**src/rtl/sseg_scan_decoder.sv**
```systemverilog
// Recovers the hex digits shown on a multiplexed, active-low 4-digit seven-segment display
// by watching the anode/segment bus. A frame is published once every digit has been captured.

module sseg_digit_slot (
  input  logic       clk,
  input  logic       reset,
  input  logic       i_wr,
  input  logic [3:0] i_nib,
  input  logic       i_dp,
  input  logic       i_bad,
  output logic [3:0] o_nib_view,
  output logic       o_dp_view,
  output logic       o_bad_view
);
  logic [3:0] r_nib;
  logic       r_dp;
  logic       r_bad;

  always_ff @(posedge clk) begin
    if (reset) begin
      r_nib <= 4'h0;
      r_dp  <= 1'b0;
      r_bad <= 1'b0;
    end else if (i_wr) begin
      r_nib <= i_nib;
      r_dp  <= i_dp;
      r_bad <= i_bad;
    end
  end

  // The view forwards a same-cycle write so the completing digit lands in the frame.
  assign o_nib_view = i_wr ? i_nib : r_nib;
  assign o_dp_view  = i_wr ? i_dp  : r_dp;
  assign o_bad_view = i_wr ? i_bad : r_bad;
endmodule

module sseg_scan_decoder #(
  parameter int STABLE_CYCLES  = 4,
  parameter int TIMEOUT_CYCLES = 1_000_000
) (
  input  logic        clk,
  input  logic        reset,
  input  logic [3:0]  an,
  input  logic [7:0]  sseg,
  output logic [15:0] hex,
  output logic [3:0]  dp,
  output logic [3:0]  bad,
  output logic        frame_valid,
  output logic        multi_an,
  output logic        stale
);
  localparam int NUM_DIGITS = 4;
  localparam int SC_W       = 8;
  localparam int TO_W       = 24;
  localparam logic [SC_W-1:0] STABLE_MAX  = SC_W'(STABLE_CYCLES);
  localparam logic [SC_W-1:0] STABLE_LAST = SC_W'(STABLE_CYCLES - 1);
  localparam logic [TO_W-1:0] TO_MAX      = TO_W'(TIMEOUT_CYCLES);
  localparam logic [TO_W-1:0] TO_LAST     = TO_W'(TIMEOUT_CYCLES - 1);

  logic [11:0]           r_in;
  logic [SC_W-1:0]       r_stab;
  logic [TO_W-1:0]       r_to;
  logic [NUM_DIGITS-1:0] r_seen;
  logic [15:0]           r_hex;
  logic [3:0]            r_dp;
  logic [3:0]            r_bad;
  logic                  r_fv;
  logic                  r_multi;
  logic                  r_stale;

  logic                  w_same;
  logic                  w_reach;
  logic [2:0]            w_nlow;
  logic                  w_cap;
  logic                  w_done;
  logic                  w_timeout;
  logic [NUM_DIGITS-1:0] w_sel;
  logic [NUM_DIGITS-1:0] w_seen_nxt;
  logic [3:0]            w_dec_nib;
  logic                  w_dec_ok;

  logic [NUM_DIGITS-1:0][3:0] w_view_nib;
  logic [NUM_DIGITS-1:0]      w_view_dp;
  logic [NUM_DIGITS-1:0]      w_view_bad;

  assign w_same  = ({an, sseg} == r_in);
  assign w_reach = w_same && (r_stab == STABLE_LAST);

  always_comb begin
    w_nlow = 3'd0;
    for (int i = 0; i < NUM_DIGITS; i++) w_nlow = w_nlow + {2'b00, ~an[i]};
  end

  // A blank (no anode low) interval falls through both the capture and multi-anode paths.
  assign w_cap      = w_reach && (w_nlow == 3'd1);
  assign w_sel      = w_cap ? ~an : '0;
  assign w_seen_nxt = r_seen | w_sel;
  assign w_done     = w_cap && (w_seen_nxt == 4'hF);
  assign w_timeout  = !w_cap && (r_to == TO_LAST);

  always_comb begin
    w_dec_ok  = 1'b1;
    w_dec_nib = 4'h0;
    case (sseg[6:0])
      7'b0000001: w_dec_nib = 4'h0;
      7'b1001111: w_dec_nib = 4'h1;
      7'b0010010: w_dec_nib = 4'h2;
      7'b0000110: w_dec_nib = 4'h3;
      7'b1001100: w_dec_nib = 4'h4;
      7'b0100100: w_dec_nib = 4'h5;
      7'b0100000: w_dec_nib = 4'h6;
      7'b0001111: w_dec_nib = 4'h7;
      7'b0000000: w_dec_nib = 4'h8;
      7'b0000100: w_dec_nib = 4'h9;
      7'b0001000: w_dec_nib = 4'hA;
      7'b1100000: w_dec_nib = 4'hB;
      7'b0110001: w_dec_nib = 4'hC;
      7'b1000010: w_dec_nib = 4'hD;
      7'b0110000: w_dec_nib = 4'hE;
      7'b0111000: w_dec_nib = 4'hF;
      default:    w_dec_ok  = 1'b0;
    endcase
  end

  for (genvar g = 0; g < NUM_DIGITS; g++) begin : g_slot
    sseg_digit_slot u_slot (
      .clk       (clk),
      .reset     (reset),
      .i_wr      (w_sel[g]),
      .i_nib     (w_dec_nib),
      .i_dp      (sseg[7]),
      .i_bad     (!w_dec_ok),
      .o_nib_view(w_view_nib[g]),
      .o_dp_view (w_view_dp[g]),
      .o_bad_view(w_view_bad[g])
    );
  end

  always_ff @(posedge clk) begin
    if (reset) begin
      r_in   <= '0;
      r_stab <= '0;
    end else begin
      r_in <= {an, sseg};
      if (!w_same)                 r_stab <= '0;
      else if (r_stab != STABLE_MAX) r_stab <= r_stab + 1'b1;
    end
  end

  always_ff @(posedge clk) begin
    if (reset) begin
      r_to    <= '0;
      r_seen  <= '0;
      r_hex   <= '0;
      r_dp    <= '0;
      r_bad   <= '0;
      r_fv    <= 1'b0;
      r_multi <= 1'b0;
      r_stale <= 1'b0;
    end else begin
      r_fv <= w_done;
      if (w_cap)              r_to <= '0;
      else if (r_to != TO_MAX) r_to <= r_to + 1'b1;

      if (w_reach && (w_nlow >= 3'd2)) r_multi <= 1'b1;

      if (w_done) begin
        r_hex   <= w_view_nib;
        r_dp    <= w_view_dp;
        r_bad   <= w_view_bad;
        r_seen  <= '0;
        r_stale <= 1'b0;
      end else if (w_timeout) begin
        r_seen  <= '0;
        r_stale <= 1'b1;
      end else begin
        r_seen <= w_seen_nxt;
      end
    end
  end

  assign hex         = r_hex;
  assign dp          = r_dp;
  assign bad         = r_bad;
  assign frame_valid = r_fv;
  assign multi_an    = r_multi;
  assign stale       = r_stale;
endmodule
```
**config.mk**
```make
export PLATFORM = sky130hd
export DESIGN_NAME = sseg_scan_decoder
export DESIGN_NICKNAME = d
export VERILOG_FILES = /design/src/rtl/sseg_scan_decoder.sv
export SDC_FILE = /design/constraint.sdc
export NUM_CORES = 1
export LEC_CHECK = 0
export BUFFER_PORTS_ARGS = -buffer_cell sky130_fd_sc_hd__buf_2
export CAP_MARGIN = 25
export CORE_UTILIZATION = 45
export DETAILED_ROUTE_END_ITERATION = 8
export PLACE_DENSITY = 0.73
export RECOVER_POWER = 25
export REMOVE_ABC_BUFFERS = 1
export SLEW_MARGIN = 30
export SYNTH_ARGS = -nofsm -noshare
export SYNTH_HDL_FRONTEND = slang
export SYNTH_SLANG_ARGS = --single-unit
```
**constraint.sdc**
```tcl
create_clock -name clk -period 3.4 [get_ports clk]
set_clock_uncertainty 0.2 [all_clocks]
set_input_delay 0 -clock clk [delete_from_list [all_inputs] [get_ports clk]]
set_output_delay 0 -clock clk [all_outputs]
set_load 0.01 [all_outputs]
```
* Word level (Yosys, flattened, before mapping)
Cells that the tools add are included. Widths: inputs -> output; s select.
Operators by class: add/subtract/negate cells 5, $lt $le $gt $ge 1, eq/ne operators 22, mux-type cells 15, bitwise operators 7, reductions and logical operators 13
Operators by type and width (number):
- $pmux 4 s15 | 1
- $eq 7x6->1 const B | 5
- $eq 7x7->1 const B | 4
- $add 24x1->24 const B | 1
- $eq 24x20->1 const B | 1
- $ne 24x20->1 const B | 1
- $mux 4 | 5
- $reduce_or 16->1 | 1
- $eq 7x3->1 const B | 2
- $eq 7x4->1 const B | 2
- $eq 12x12->1 | 1
- $mux 1 | 9
- $add 8x1->8 const B | 1
- $eq 8x2->1 const B | 1
- $ne 8x3->1 const B | 1
- $eq 7x1->1 const B | 1
- $eq 7x5->1 const B | 1
- $logic_not 7->1 | 1
- $reduce_or 2->1 | 3
- $logic_and 1x1->1 | 5
- $not 1->1 | 5
- $eq 4x4->1 const B | 1
- $not 4->4 | 1
- $or 4x4->4 | 1
- 7 further kinds | 8
Word-level totals: register bits 99, output and inout bits 27, word-level logic and storage cells 85

* Depth between registers and ports, before layout
depth after elaboration 11, gate-level depth with buffers 12, gate-level depth less buffers 10

* By module
From an unflattened synthesis, not the netlist that was laid out.
Second synthesis, totals: cell total of the unflattened synthesis 516, area, all modules 4719.5 sq um
Modules (own cells, without submodules):
- sseg_scan_decoder | instances 1, cells an instance 440, area each 3683.5 sq um, seq. area each 1501.4 sq um
- sseg_digit_slot | instances 4, cells an instance 19, area each 259.0 sq um, seq. area each 120.1 sq um

* Worst setup path after synthesis
Ideal clock, no wire load.
path kind input to register, start in an[0], end reg r_hex[10], in the netlist hex[10], arrival 2239 ps, setup slack 834 ps, stages on the path 11, path buffers 1, cells stage by stage fa_1 inv_1 ha_1 inv_1 ha_1 nor2_1 nand4_2 nor3_4 buf_6 mux2i_1 nor2_1
On the way: word-level cells in the longest chain between the ends 10
Ends and longest elaborated chain:
- start: declaration | RTL line 43 | input logic [3:0] an,
- $not 1->1 | RTL line 91 | for (int i = 0; i < NUM_DIGITS; i++) w_nlow = w_nlow + {2'b00, ~an[i]};
- $add 1x1->2 | RTL line 91
- $add 2x1->3 | RTL line 91
- $add 3x1->3 | RTL line 91
- $eq 3x1->1 | RTL line 95 | assign w_cap = w_reach && (w_nlow == 3'd1);
- $logic_and 1x1->1 | RTL line 95
- $mux 4 | RTL line 96 | assign w_sel = w_cap ? ~an : '0;
- $or 4x4->4 | RTL line 97 | assign w_seen_nxt = r_seen | w_sel;
- $eq 4x4->1 | RTL line 98 | assign w_done = w_cap && (w_seen_nxt == 4'hF);
- $logic_and 1x1->1 | RTL line 98
- end signal: assignment | RTL line 168 | r_hex <= w_view_nib;
- end: declaration | RTL line 64 | logic [15:0] r_hex;
Several ways; a longest one is shown, not always the timed one. A chain may end at the register's enable or synchronous reset.

* Final worst setup path
start in an[1], end reg g_slot[0].u_slot.r_nib[2]
On the way: word-level cells in the longest chain between the ends 8
Ends and longest elaborated chain:
- $not 1->1 | RTL line 91
- $add 1x1->2 | RTL line 91
- $add 2x1->3 | RTL line 91
- $add 3x1->3 | RTL line 91
- $eq 3x1->1 | RTL line 95
- $logic_and 1x1->1 * | RTL line 95
- $mux 4 * | RTL line 96
- $mux 4 *
- end signal: assignment | RTL line 25 | r_nib <= i_nib;
- end: declaration | RTL line 15 | logic [3:0] r_nib;
Mark *: on every way between the ends. The rest lies on a longest branch, timed or not.

==> summary by stage <==
Power and ir drop
The proportion of power drawn by flip-flops and latches is 53.5%. For this design the total switching power over the nets is 533 µW. Net switching is 24.3% of the power. The cell-internal power is 1660 µW.

The clock network burns 38.8% of the power. The power per unit of standard cell area is 412 nW/µm². The maximum vdd drop is 0.000397 V. The total leakage power is 0.00189 µW. The combinational power share is 7.7%.

Global routing
The global route total overflow is 0. The global-route usage over all layers is 17.8%. The met2 usage in global routing is 28.7%. The busiest layer in global routing is met2. The number of antenna violations at the first check in global routing is 0. Global routing used 4.89% of the available met3 tracks. The global routing usage on met1 is 22.3%. The via count of the first global-routing pass is 3,477. Entering global routing, the biggest net connects 61 pins.

The global-route wire length before repair is 15,900 µm.

Finish
The proportion of layout cells with a drive suffix above 1 is 11.3%. The library cells used most frequently in the layout, excluding fill and tap cells, are sky130_fd_sc_hd__dfxtp_1, sky130_fd_sc_hd__nor2_1, sky130_fd_sc_hd__mux2i_1, sky130_fd_sc_hd__clkbuf_1, sky130_fd_sc_hd__xnor2_1. The final antenna diode count is 0. The post-route core utilization is 52.1%.

The finished layout holds 702 standard cells, fillers aside. The most common cell after layout, fill and taps aside is sky130_fd_sc_hd__dfxtp_1. The area used by sequential logic in the layout is 1980 µm². The fill cell instance count of the final layout is 924. From synthesis to final layout, the design area changed by 13.1%. In the final design database the tool counted 583 nets.

The finished layout cell area is 5330 µm². Summing all multi-input logic gate instances after layout gives 2530 µm².

Route
The final antenna-violating net count is 0. The pre-antenna-repair detailed-routing pass consisted of 4 iterations. The detailed router finished its first iteration with 192 violations.

After detailed routing, the total wire length is 9250 µm. Across all layers, the routed design uses 3,701 vias. The number of vias per cell is 5.27. After detailed routing, the average wire length per cell comes to 13.2 µm. The DRC violation count after routing is 0.

Placement
The instance area at placement is 5010 µm². The half-perimeter wire length after placement is 6380 µm. In this run, placement finished with an instance count of 673. Routability-driven placement finished with a final weighted congestion of 0.805. The number of port buffers is 40.

CTS
In this run, post-CTS repair resized a total of 0 instances. TritonCTS built the clock tree. In this run, CTS created clock tree buffers numbering 9.

Clock-pin slew was measured on the worst setup and hold paths at 0.11 ns. The library cell used as clock root buffer is sky130_fd_sc_hd__clkbuf_8. The insertion delay to the later sink of the worst-skew pair is 0.37 ns. The number of clock sinks seen by CTS is 99. The longest clock path from root to sink contains 2 buffers.

The number of levels the H-tree was split into is 3.

Floorplanning
From left edge to right edge, the die measures 104 µm. In this run the vertical extent of the chip is 104 µm. For this design the top-level I/O count stands at 41. The floorplan step defined a core boundary enclosing 10,200 µm². The initial core utilization is 46.1%. The floorplan has 37 rows. The full die area is 10,900 µm².

Yosys
The yosys synthesis warning count is 0. The most common flop cell mapped by yosys is sky130_fd_sc_hd__dfxtp_1. In the synthesized netlist, the number of instances is 517. The post-synthesis area per instance is 9.12 µm². The count of different cell masters after synthesis is 51. The post-synthesis instance area is 4720 µm². The synthesized flop and latch total is 99.

Counting flops with a built-in enable in the synthesized netlist gives 0. The sequential fraction of the synthesis area is 42.0%. After synthesis, the share of flip-flops with an asynchronous set or reset is 0%.

Setup path
Grouping stages by cell kind, the critical path spends the most delay in simple AND/OR/NAND/NOR gates. In this run the worst path has a maximum fanout of 10. The required time at the worst-slack endpoint is 3.42 ns. By startpoint and endpoint, the worst setup path is classified as input pin to flop. On the critical path, the stage with the largest delay is an instance of sky130_fd_sc_hd__nor3_2.

For the worst setup path, the data arrival time is 3.13 ns. Traced cell by cell, the critical path runs through dlygate4sd3_1 -> buf_2 -> fa_1 -> inv_1 -> ha_1 -> inv_1 -> ha_1 -> nor2_1 -> nand4_2 -> nor3_2 -> mux2i_1 -> nor2_1. The critical path launch point type is an input pin. The number of buffers and inverters on the critical path is 4. STA classifies the critical path endpoint as a flop. The startpoint identified for the worst register-to-register timing path is r_stab[3]. The worst stage delay on the critical path is 0.54 ns. The critical path starts at an[1].

STA
The post-route worst hold slack is 0.284 ns. The final-layout setup total negative slack is 0 ns. Setup violations remaining at the end of the flow were counted as 0.

The final hold violation count is 0. The peak clock frequency supported by timing is 0.321 GHz. The count of pins over their slew limit came to 0. Of the available clock period, the critical path in the final layout requires 91.7%. The clock period could shrink to 3.12 ns. At the pin with the least slew margin, the transition time is 1.17 ns. The worst slew slack as a fraction of its limit is 21.9%. Setup repair after global routing left no endpoint under its margin.

Run
The number of maximum-capacitance violations is 0.

Min path
The path class of the lowest-slack min-delay path is flop to flop. The start point of the worst min-delay path is hex[12].

Run status
The flow ran to the end, and the final reports show no timing, DRC or antenna violations.
[worst min-delay path: stages (launching register included)]
cell	delay, ns
sky130_fd_sc_hd__dfxtp_1	0.33
sky130_fd_sc_hd__nand2b_1	0.07
sky130_fd_sc_hd__a21oi_1	0.05
[kinds of logic after synthesis]
| group | synth area share, % |
|---|---|
| and+or+nand+nor | 24.6 |
| DFF | 42.0 |
| muxes | 11.9 |
| AOI/OAI and AO/OA | 7.14 |
| buffers and inverters | 4.27 |
| xor gates and xnor gates | 7.77 |
| adders and majority gates | 2.28 |
[stage by stage]
step	power [µW]	setup WS, ns
after floorplan	1290	0.363
after global placement	1350	0.582
after detailed placement	1360	0.458
after CTS	2220	0.303
after global routing	2280	0.0513
final	2200	0.283
[sequential cells by signal, indices dropped and copies added (netlist names)]
register / cells
r_to: 24
g_slot.u_slot.r_nib: 16
hex: 16
r_in: 12
r_stab: 8
bad: 4
dp: 4
g_slot.u_slot.r_bad: 4
g_slot.u_slot.r_dp: 4
r_seen: 4
frame_valid: 1
multi_an: 1
stale: 1
[routing by layer]
layer | vias to the layer above | wire [µm]
li1 | 1868 | -
met1 | 1717 | 4370
met2 | 92 | 4240
met3 | 24 | 371
met4 | 0 | 268
met5 | - | 0
[synth_stat cells, types with 13 or more instances]
master | n | area (µm²)
sky130_fd_sc_hd__a21oi_1 | 16 | 80.1
sky130_fd_sc_hd__clkbuf_1 | 16 | 60.1
sky130_fd_sc_hd__dfxtp_1 | 99 | 1980
sky130_fd_sc_hd__inv_1 | 16 | 60.1
sky130_fd_sc_hd__mux2i_1 | 41 | 410
sky130_fd_sc_hd__nand2_1 | 18 | 67.6
sky130_fd_sc_hd__nand2b_1 | 13 | 81.3
sky130_fd_sc_hd__nand3_1 | 14 | 70.1
sky130_fd_sc_hd__nor2_1 | 95 | 357
sky130_fd_sc_hd__nor3_1 | 15 | 75.1
sky130_fd_sc_hd__xnor2_1 | 23 | 201
sky130_fd_sc_hd__xor2_1 | 17 | 149
[what timing repair did]
action                    in CTS  in global routing
hold buffers                  13                  0
hold endpoints to repair      33                  0
setup buffers                  0                  0
[layout make-up]
class                           count  area share (%)
Tap cell                          136            3.19
Clock buffer                        9            2.32
Multi-Input combinational cell    375            47.5
Sequential cell                    99            37.2
Timing Repair Buffer               60            6.71
Clock inverter                      7            1.99
Inverter                           16            1.13
[power groups by stage]
stage               combinational (µW)  clock, µW  sequential, µW
finish                             169        851            1180
global route                       186        916            1180
CTS                                168        874            1180
detailed placement                 156          0            1200
global placement                   152          0            1200
floorplan                         90.2          0            1200
[final timing paths]
path	end	slack (ns)	depth (start not counted)
worst max-delay path	g_slot[0].u_slot.r_nib[2]	0.28	12
worst min-delay path	hex[12]	0.28	2
worst max register to register	g_slot[0].u_slot.r_nib[2]	0.72	6
worst min register to register	hex[12]	0.28	2
Power figures use the tool's default switching activity.
